## src/rtl/server_seq_pkg.sv

```systemverilog
// Shared types for the server operation sequencer: opcodes, FSM states,
// flag-vector bit positions and the per-opcode terminal counts of the counter.
package server_seq_pkg;

    localparam int FLAG_W = 11;

    // Bit positions inside the operation flag vector
    localparam int F_DECODE   = 0;
    localparam int F_ACCUM    = 1;
    localparam int F_DECRYPT  = 2;
    localparam int F_NO_NTT   = 3;
    localparam int F_PK_SK    = 4;
    localparam int F_SK_PK    = 5;
    localparam int F_EP_ACC   = 6;
    localparam int F_EP_GEN   = 7;
    localparam int F_EXTR_MUL = 8;
    localparam int F_INTT     = 9;
    localparam int F_NTT      = 10;

    typedef enum logic [3:0] {
        OP_DECODE   = 4'd0,
        OP_ACCUM    = 4'd1,
        OP_DECRYPT  = 4'd2,
        OP_PK_SK    = 4'd3,
        OP_SK_PK    = 4'd4,
        OP_EP_ACC   = 4'd5,
        OP_EP_GEN   = 4'd6,
        OP_EXTR_MUL = 4'd7,
        OP_INTT     = 4'd8,
        OP_NTT      = 4'd9,
        OP_KEYGEN   = 4'd10
    } op_e;

    typedef enum logic [1:0] {
        S_IDLE  = 2'd0,
        S_SETUP = 2'd1,
        S_RUN   = 2'd2,
        S_DRAIN = 2'd3
    } state_e;

    // Counter terminal counts per opcode, used by benches driving op_done
    function automatic int unsigned term_count(input logic [3:0] op);
        case (op)
            OP_DECODE:   term_count = 64;
            OP_ACCUM:    term_count = 643;
            OP_DECRYPT:  term_count = 65;
            OP_PK_SK:    term_count = 576;
            OP_SK_PK:    term_count = 131;
            OP_EP_ACC:   term_count = 99;
            OP_EP_GEN:   term_count = 99;
            OP_EXTR_MUL: term_count = 583;
            OP_INTT:     term_count = 199;
            OP_NTT:      term_count = 198;
            default:     term_count = 64;
        endcase
    endfunction

endpackage

```

## src/rtl/server_op_decode.sv

```systemverilog
// Combinational opcode decoder: maps a 4-bit opcode onto the one-hot-ish
// operation flag vector and flags opcodes outside the legal range.
module server_op_decode
    import server_seq_pkg::*;
(
    input  logic [3:0]        op,
    output logic [FLAG_W-1:0] flags,
    output logic              legal
);

    // Opcode to flag pattern; KEYGEN is legal but drives no flags
    always_comb begin
        flags = '0;
        legal = 1'b1;
        case (op)
            OP_DECODE:   flags[F_DECODE]   = 1'b1;
            OP_ACCUM:    flags[F_ACCUM]    = 1'b1;
            OP_DECRYPT: begin
                flags[F_DECRYPT] = 1'b1;
                flags[F_NO_NTT]  = 1'b1;
            end
            OP_PK_SK:    flags[F_PK_SK]    = 1'b1;
            OP_SK_PK:    flags[F_SK_PK]    = 1'b1;
            OP_EP_ACC: begin
                flags[F_EP_ACC] = 1'b1;
                flags[F_EP_GEN] = 1'b1;
            end
            OP_EP_GEN:   flags[F_EP_GEN]   = 1'b1;
            OP_EXTR_MUL: flags[F_EXTR_MUL] = 1'b1;
            OP_INTT:     flags[F_INTT]     = 1'b1;
            OP_NTT:      flags[F_NTT]      = 1'b1;
            OP_KEYGEN:   flags = '0;
            default:     legal = 1'b0;
        endcase
    end

endmodule

```

## src/rtl/server_op_sequencer.sv

```systemverilog
// Server operation sequencer: accepts one opcode at a time, drives the
// registered operation flags, runs the server counter until op_done, then
// pulses seq_done. Optional RUN watchdog is built when SEQ_TIMEOUT_EN is defined.
module server_op_sequencer
    import server_seq_pkg::*;
#(
    parameter int TO_W    = 10,
    parameter int TIMEOUT = 1000
) (
    input  logic clk,
    input  logic rst_n,
    input  logic cmd_valid,
    input  logic [3:0] cmd_op,
    output logic cmd_ready,
    input  logic abort,
    input  logic op_done,
    output logic server_counter_start,
    output logic decode_start,
    output logic accumulate_start,
    output logic decrypt_start,
    output logic no_ntt,
    output logic mem_pk_sk_transfer,
    output logic mem_sk_pk_transfer,
    output logic ep_accumulate,
    output logic ep_gen,
    output logic extr_mul,
    output logic intt_start,
    output logic ntt_start_out,
    output logic seq_busy,
    output logic seq_done,
    output logic seq_err
);

    // The watchdog must outlast the longest operation and fit its counter
    if (TIMEOUT <= 643 || TIMEOUT > (1 << TO_W)) begin : g_bad_cfg
        $error("server_op_sequencer: TIMEOUT must exceed 643 and fit in TO_W bits");
    end

    state_e            state, next_state;
    logic [FLAG_W-1:0] dec_flags;
    logic              dec_legal;
    logic [FLAG_W-1:0] flags_q;
    logic              err_set;
    logic              wd_hit;

    server_op_decode u_decode (
        .op    (cmd_op),
        .flags (dec_flags),
        .legal (dec_legal)
    );

`ifdef SEQ_TIMEOUT_EN
    logic [TO_W-1:0] wd_cnt;

    // Watchdog: zero outside RUN, so it reads 0 in the first RUN cycle
    always_ff @(posedge clk or negedge rst_n) begin
        if (!rst_n)
            wd_cnt <= '0;
        else if (state != S_RUN)
            wd_cnt <= '0;
        else
            wd_cnt <= wd_cnt + 1'b1;
    end

    assign wd_hit = (state == S_RUN) && (wd_cnt == TO_W'(TIMEOUT - 1));
`else
    assign wd_hit = 1'b0;
`endif

    // State register
    always_ff @(posedge clk or negedge rst_n) begin
        if (!rst_n)
            state <= S_IDLE;
        else
            state <= next_state;
    end

    // Next-state logic; abort outranks op_done, op_done outranks the watchdog
    always_comb begin
        next_state = state;
        err_set    = 1'b0;
        case (state)
            S_IDLE: begin
                if (cmd_valid) begin
                    if (dec_legal) begin
                        next_state = S_SETUP;
                    end else begin
                        next_state = S_DRAIN;
                        err_set    = 1'b1;
                    end
                end
            end
            S_SETUP: begin
                if (abort) begin
                    next_state = S_DRAIN;
                    err_set    = 1'b1;
                end else begin
                    next_state = S_RUN;
                end
            end
            S_RUN: begin
                if (abort) begin
                    next_state = S_DRAIN;
                    err_set    = 1'b1;
                end else if (op_done) begin
                    next_state = S_DRAIN;
                end else if (wd_hit) begin
                    next_state = S_DRAIN;
                    err_set    = 1'b1;
                end
            end
            S_DRAIN: next_state = S_IDLE;
            default: next_state = S_IDLE;
        endcase
    end

    // Registered outputs derived from the upcoming state so they align with it
    always_ff @(posedge clk or negedge rst_n) begin
        if (!rst_n) begin
            flags_q              <= '0;
            server_counter_start <= 1'b0;
            seq_done             <= 1'b0;
            seq_err              <= 1'b0;
        end else begin
            if (state == S_IDLE && next_state == S_SETUP)
                flags_q <= dec_flags;
            else if (next_state == S_IDLE)
                flags_q <= '0;
            server_counter_start <= (next_state == S_RUN);
            seq_done             <= (next_state == S_DRAIN);
            if (state == S_IDLE && cmd_valid)
                seq_err <= err_set;
            else if (err_set)
                seq_err <= 1'b1;
        end
    end

    assign cmd_ready = (state == S_IDLE);
    assign seq_busy  = (state != S_IDLE);

    assign decode_start       = flags_q[F_DECODE];
    assign accumulate_start   = flags_q[F_ACCUM];
    assign decrypt_start      = flags_q[F_DECRYPT];
    assign no_ntt             = flags_q[F_NO_NTT];
    assign mem_pk_sk_transfer = flags_q[F_PK_SK];
    assign mem_sk_pk_transfer = flags_q[F_SK_PK];
    assign ep_accumulate      = flags_q[F_EP_ACC];
    assign ep_gen             = flags_q[F_EP_GEN];
    assign extr_mul           = flags_q[F_EXTR_MUL];
    assign intt_start         = flags_q[F_INTT];
    assign ntt_start_out      = flags_q[F_NTT];

endmodule

```

## config.mk

```make
export PLATFORM = sky130hd
export DESIGN_NAME = server_op_sequencer
export DESIGN_NICKNAME = d
export VERILOG_FILES = /design/src/rtl/server_seq_pkg.sv /design/src/rtl/server_op_decode.sv /design/src/rtl/server_op_sequencer.sv
export SDC_FILE = /design/constraint.sdc
export NUM_CORES = 1
export LEC_CHECK = 0
export BUFFER_PORTS_ARGS = -buffer_cell sky130_fd_sc_hd__clkbuf_2
export CAP_MARGIN = 20
export CORE_UTILIZATION = 49
export CTS_CLUSTER_SIZE = 16
export DETAILED_ROUTE_END_ITERATION = 10
export GPL_ROUTABILITY_DRIVEN = 0
export GPL_TIMING_DRIVEN = 0
export PLACE_DENSITY_LB_ADDON = 0.3
export SYNTH_ARGS = -nofsm -noshare
export SYNTH_HDL_FRONTEND = slang
export SYNTH_HIERARCHICAL = 1
export SYNTH_SLANG_ARGS = --single-unit
```

## constraint.sdc

```tcl
create_clock -name clk -period 2.07 [get_ports clk]
set_clock_uncertainty 0.05 [all_clocks]
set_input_delay 0.3105 -clock clk [delete_from_list [all_inputs] [get_ports clk]]
set_output_delay 0.3105 -clock clk [all_outputs]
set_load 0.02 [all_outputs]
```

==> results.json, run 1 <==
{
  "design.die.area_sq_um": 1890,
  "synth-seq-area-share": 0.474,
  "synthCells": 76,
  "critical_path.max_stage_delay_ns": 0.47,
  "cts.sinks": 16,
  "proportion_of_layout_cells_with_a_drive_suffix_above_1": 0.467,
  "setup_viol": 0,
  "hold_violation_count_in_the_final_report": 0,
  "std_cell_rows": 14,
  "worst_setup_path_start_kind": "register",
  "hold_start": "op_done",
  "period_minus_slack_ns": 1.93,
  "result_of_the_run": "finished with violations",
  "dieHeight_um": 43.5,
  "cap_violations": 0,
  "top_ports": 25,
  "critical_path.startpoint": "state[0]",
  "antenna_violations_before_repair": 0,
  "vias": 673,
  "buffers_inserted_by_post_cts_timing_repair": 0,
  "critical_path_arrival_ns": 2.11,
  "dp.final_hpwl_um": 1180,
  "fmax_mhz": 517,
  "postSynthRegisterBits": 16,
  "fin_worst_hold_slack_ns": 0.314,
  "grt_max_degree": 17,
  "crit_chain": "inv_1, ha_1, a211oi_2, a21o_1, o32ai_2, buf_6, a22o_2",
  "failed_checks": "DRC",
  "syn-cell-area_sq_um": 845,
  "crit_required_ns": 2.25,
  "h-tree-depth": 1,
  "detailed_place.area_sq_um": 985,
  "unrepaired_setup_endpoints_after_global_routing": "false",
  "first_global_vias": 563,
  "antenna_cells": 0,
  "die_w_um": 43.5,
  "totalWireLength_um": 1530,
  "hp-class": "primary input to register",
  "route.detailed.drc": 2,
  "cts.reportedPaths.clkPinSlew_ns": 0.09,
  "final_cell_area_sq_um": 1030,
  "yosysWarnings": 6,
  "wire_per_inst_um": 12.7,
  "core_area_sq_um": 1560,
  "vdd.ir_drop.worst_mv": 0.876,
  "area_growth_pct": 22.2,
  "crit_fanout": 10,
  "drt-initial-drc-count": 14,
  "nature_of_the_critical_path_endpoint": "register",
  "critPathBufInv": 2,
  "power_density_nw_per_um2": 1330,
  "tritoncts": "built",
  "syn-mean-instance-area_sq_um": 11.1,
  "overflow_left_after_global_routing": 0,
  "slew_at_the_pin_closest_to_its_max_slew_limit_ns": 0.386,
  "fin_crit_sh": 0.934,
  "dr.pass1.iters": 7,
  "clockBufferDepth": 2,
  "clkLatencyLatePin_ns": 0.28,
  "vias_per_cell": 5.56,
  "cpMaxStageDelayCell": "dfrtp_2",
  "p_leak_nw": 0.559,
  "max_transition_margin": 0.743,
  "cts_buffers": 3,
  "count_of_cell_types_in_the_netlist": 23,
  "numPortBuffers": 24,
  "effective_utilization_at_floorplan": 0.542,
  "net_count_of_the_mapped_netlist": 90,
  "root_buffer": "clkbuf_4",
  "worst_reg2reg_setup_slack_ns": 0.14,
  "worst_r2r_startpoint": "state[0]",
  "filler_cell_count": 133,
  "final_nets": 120,
  "grt_first_pass_wirelength_um": 2480,
  "grt.total_usage": 0.181,
  "path_class": "register to register",
  "total_negative_setup_slacks_ns": 0,
  "detail-route-antenna-nets": 0,
  "final_max_slew_viol_count": 0,
  "top_cell_family_by_delay_on_the_critical_path": "compound AO/OA/AOI/OAI gates"
}
==> flip-flops by register name (all words and copies together), names as in the netlist <==
name                  count
seq_err                   1
seq_done                  1
flags_q                  11
state                     2
server_counter_start      1
==> path summary, 6_finish.rpt <==
kind,endpoint,depth (start not counted)
max,flags_q[5],7
min,state[0],3
max reg2reg,flags_q[5],7
min reg2reg,seq_err,2
max in group asynchronous,state[0],2
min in group asynchronous,flags_q[8],2
==> worst register-to-register path: cells and delay by family, from the launching register on <==
kind	cells	cell delay, ns
fa+ha+maj	1	0.31
compound gates	4	0.75
buf+inv	2	0.31
flops	1	0.47
==> routing by layer <==
metal,part of all wire,track usage
met1,0.51,0.264
met2,0.42,0.255
met3,0.050,0.0375
met4,0.018,0.0938
met5,0,0
==> logic make-up (layout without fill, tap and decap cells) <==
| kind of cell | Yosys count | count (layout) | synth area share |
|---|---|---|---|
| compound gates | 22 | 22 | 0.241 |
| fa+ha+maj | 5 | 5 | 0.0741 |
| buf+inv | 7 | 36 | 0.0459 |
| flops | 16 | 16 | 0.474 |
| simple gates | 26 | 26 | 0.164 |
==> synthesized netlist by cell type <==
cell type / n / area (sq um)
a211oi_2: 1 / 12.5
a21o_1: 1 / 7.51
a21o_2: 1 / 8.76
a21oi_1: 3 / 15.0
a22o_2: 11 / 110
buf_2: 1 / 5.00
buf_4: 1 / 7.51
buf_6: 1 / 11.3
dfrtp_1: 16 / 400
ha_1: 5 / 62.6
inv_1: 4 / 15.0
nand2_1: 4 / 15.0
nand2b_1: 4 / 25.0
nand2b_4: 1 / 13.8
nor2_1: 8 / 30.0
nor3_1: 6 / 30.0
nor4_1: 1 / 6.26
nor4_2: 1 / 12.5
o211a_1: 2 / 20.0
o21ai_0: 1 / 5.00
o31a_1: 1 / 8.76
o32ai_2: 1 / 16.3
or2_2: 1 / 6.26
==> layout make-up <==
| cell class | count | area [sq um] | share of cell area |
|---|---|---|---|
| Buffer | 3 | 23.8 | 0.0230 |
| Clock buffer | 4 | 36.3 | 0.0352 |
| Inverter | 4 | 15.0 | 0.0145 |
| Multi-Input combinational cell | 53 | 405 | 0.393 |
| Sequential cell | 16 | 402 | 0.389 |
| Tap cell | 16 | 20.0 | 0.0194 |
| Timing Repair Buffer | 25 | 130 | 0.126 |
==> cells in the final DEF (no fill, tap or decap) <==
cell type       n
dfrtp_1        15
dlygate4sd3_1   1
nor4_1          1
o211a_1         2
nor4_2          1
a211oi_2        1
buf_6           1
inv_1           4
clkbuf_2       24
nand2b_1        4
dfrtp_2         1
o31a_1          1
nand2b_4        1
a21o_1          1
nor3_1          6
clkbuf_4        3
a21o_2          1
clkbuf_8        1
ha_1            5
o21ai_0         1
a21oi_1         3
buf_4           1
or2_2           1
a22o_2         11
nor2_1          8
nand2_1         4
o32ai_2         1
buf_2           1
==> power breakdown <==
group | leakage (nW) | internal [mW] | switching (mW)
Combinational | 0.326 | 0.289 | 0.440
Sequential | 0.212 | 0.389 | 0.0511
Clock | 0.0210 | 0.107 | 0.0927
==> per-stage QoR <==
stage | utilization | total power, mW | std cells | worst slack [ns]
floorplan | - | 0.984 | 76 | 0.323
global placement | 0.632 | 1.15 | 116 | 0.175
detailed placement | 0.632 | 1.17 | 116 | 0.152
CTS | 0.661 | 1.38 | 121 | 0.131
global route | 0.662 | 1.47 | 121 | 0.0140
finish | 0.662 | 1.37 | 121 | 0.137
==> timing repair <==
action	in CTS	in global routing
hold endpoints to repair	16	0
gates resized for setup	0	1
hold buffers	1	0
setup endpoints to repair	0	10
Note: power is estimated with default switching activity, not from simulation.
==> run 2: changes to the inputs <==
RECOVER_POWER = 50   (was default)
==> run 2 against run 1 <==
- the flow still finishes with violations (DRC)
- worst setup slack improved by 0.011 ns
- non-clock buffer count did not move
- maximum frequency rose by 0.59%
- total power fell by 0.60%
- flip-flop and latch count did not move
- global-route usage did not move
- final area fell by 1.1%
- sequential power barely moved
- clock power barely moved
- critical path type unchanged
==> results.json, run 2 (synthesized netlist as in run 1, its figures left out) <==
{
  "vias": 663,
  "final_core_util": 0.655,
  "vias_per_cell": 5.48,
  "detail_route.wirelength.met1_um": 795,
  "detailed_place.area_sq_um": 985,
  "clockBufferDepth": 2,
  "area_growth_pct": 20.9,
  "proportion_of_layout_cells_with_a_drive_suffix_above_1": 0.381,
  "dieHeight_um": 43.5,
  "internal_power_mw": 0.776,
  "cts.reportedPaths.clkPinSlew_ns": 0.09,
  "buffers_inserted_by_post_cts_timing_repair": 0,
  "route.detailed.drc": 2,
  "numPortBuffers": 24,
  "top_cell_family_by_delay_on_the_critical_path": "compound AO/OA/AOI/OAI gates",
  "registers.top_by_ff_count": "flags_q",
  "final_max_slew_viol_count": 0,
  "detail-route-antenna-nets": 0,
  "slew_at_the_pin_closest_to_its_max_slew_limit_ns": 0.828,
  "critPathBufInv": 2,
  "first_global_vias": 563,
  "place_ws_ns": 0.152,
  "mostFrequentLayoutCells": "15 x dfrtp_1, 15 x clkbuf_2, 11 x a22o_2",
  "top_ports": 25,
  "dr.pass1.iters": 7,
  "dp.final_hpwl_um": 1180,
  "critical_path.max_stage_delay_ns": 0.46,
  "cpMaxStageDelayCell": "dfrtp_2",
  "vdd.ir_drop.worst_mv": 0.871,
  "seq_power_share": 0.322,
  "root_buffer": "clkbuf_4",
  "clock_power_share": 0.147,
  "wire_per_inst_um": 12.6,
  "overflow_left_after_global_routing": 0,
  "fin_crit_sh": 0.928,
  "cts.sinks": 16,
  "path_class": "register to register",
  "hold_violation_count_in_the_final_report": 0,
  "flip_flop_count_of_the_largest_register_all_copies_and_words_added": 11,
  "antenna_violations_before_repair": 0,
  "p_leak_nw": 0.529,
  "std_cell_rows": 14,
  "overall_power_mw": 1.36,
  "result_of_the_run": "finished with violations",
  "unrepaired_setup_endpoints_after_global_routing": "false",
  "tritoncts": "built",
  "cap_violations": 0,
  "grt_first_pass_wirelength_um": 2480,
  "final_nets": 120,
  "fmax_mhz": 520,
  "h-tree-depth": 1,
  "fin_worst_hold_slack_ns": 0.313,
  "hp-class": "primary input to register",
  "crit_required_ns": 2.24,
  "combPwrFrac": 0.531,
  "crit_fanout": 10,
  "power_density_nw_per_um2": 1330,
  "total_negative_setup_slacks_ns": 0,
  "power_switching_mw": 0.583,
  "period_minus_slack_ns": 1.92,
  "route.met2.wl_um": 635,
  "uppermost_signal_routing_layer_after_detailed_routing": "met4",
  "clkLatencyLatePin_ns": 0.28,
  "grt_max_degree": 17,
  "crit_chain": "inv_1, ha_1, a211oi_2, a21o_1, o32ai_2, buf_6, a22o_2",
  "antenna_cells": 0,
  "layoutNonFillerInstCount": 121,
  "cts_buffers": 3,
  "max_transition_margin": 0.448,
  "failed_checks": "DRC",
  "effective_utilization_at_floorplan": 0.542,
  "grt.total_usage": 0.181,
  "design.die.area_sq_um": 1890,
  "totalWireLength_um": 1530,
  "reg.largest.list": "flags_q: 11 flops, state: 2 flops",
  "dr_wl_met3_um": 71,
  "drt-initial-drc-count": 15,
  "final_cell_area_sq_um": 1020,
  "filler_cell_count": 139,
  "worst_setup_path_start_kind": "register",
  "post-place-cells": 116,
  "setup_viol": 0,
  "setup_slack_ns": 0.149,
  "core_area_sq_um": 1560,
  "critical_path_arrival_ns": 2.09,
  "nature_of_the_critical_path_endpoint": "register",
  "die_w_um": 43.5,
  "switching_share_of_total_power": 0.429
}
## run 2: cell type report
cell class                 instances  area, sq um  share of cell area
inverter                           4         15.0              0.0147
buffer                             3         23.8              0.0233
timing repair buffer              25          119               0.116
multi-input combinational         53          405               0.397
sequential                        16          402               0.393
clock buffer                       4         36.3              0.0355
tap                               16         20.0              0.0196
## run 2: worst paths after layout
path | from | endpoint | slack, ns | cells past startpoint
setup / recovery | state[0] | flags_q[0] | 0.15 | 7
hold / removal | op_done | state[0] | 0.31 | 3
setup reg to reg | state[0] | flags_q[0] | 0.15 | 7
hold reg to reg | seq_err | seq_err | 0.45 | 2
max in group asynchronous | rst_n | state[0] | 0.82 | 2
min in group asynchronous | rst_n | flags_q[8] | 0.58 | 2
## run 2: power by group through the flow
stage          Sequential (mW)  Combinational, mW  Clock [mW]
5_1_grt                  0.447              0.798       0.222
3_3_place_gp             0.438              0.717           0
6_report                 0.438              0.722       0.200
4_1_cts                  0.436              0.732       0.208
3_5_place_dp             0.443              0.729           0
2_1_floorplan            0.497              0.487           0
## run 2: tightest hold or removal path, stage by stage
cell and delay, ns:
clkbuf_2 0.10, nor4_2 0.06, nor2_1 0.12
## run 2: per-layer routing
layer | GRT usage | vias to the layer above
met5 | 0 | -
met4 | 0.0938 | 0
met3 | 0.0375 | 5
met2 | 0.255 | 18
met1 | 0.264 | 305
li1 | - | 335
## run 2: repair_timing
item	4_1_cts	5_1_grt
resized for setup	0	1
endpoints found under the setup margin	0	10
hold buffers	1	0
hold endpoints to repair	16	0
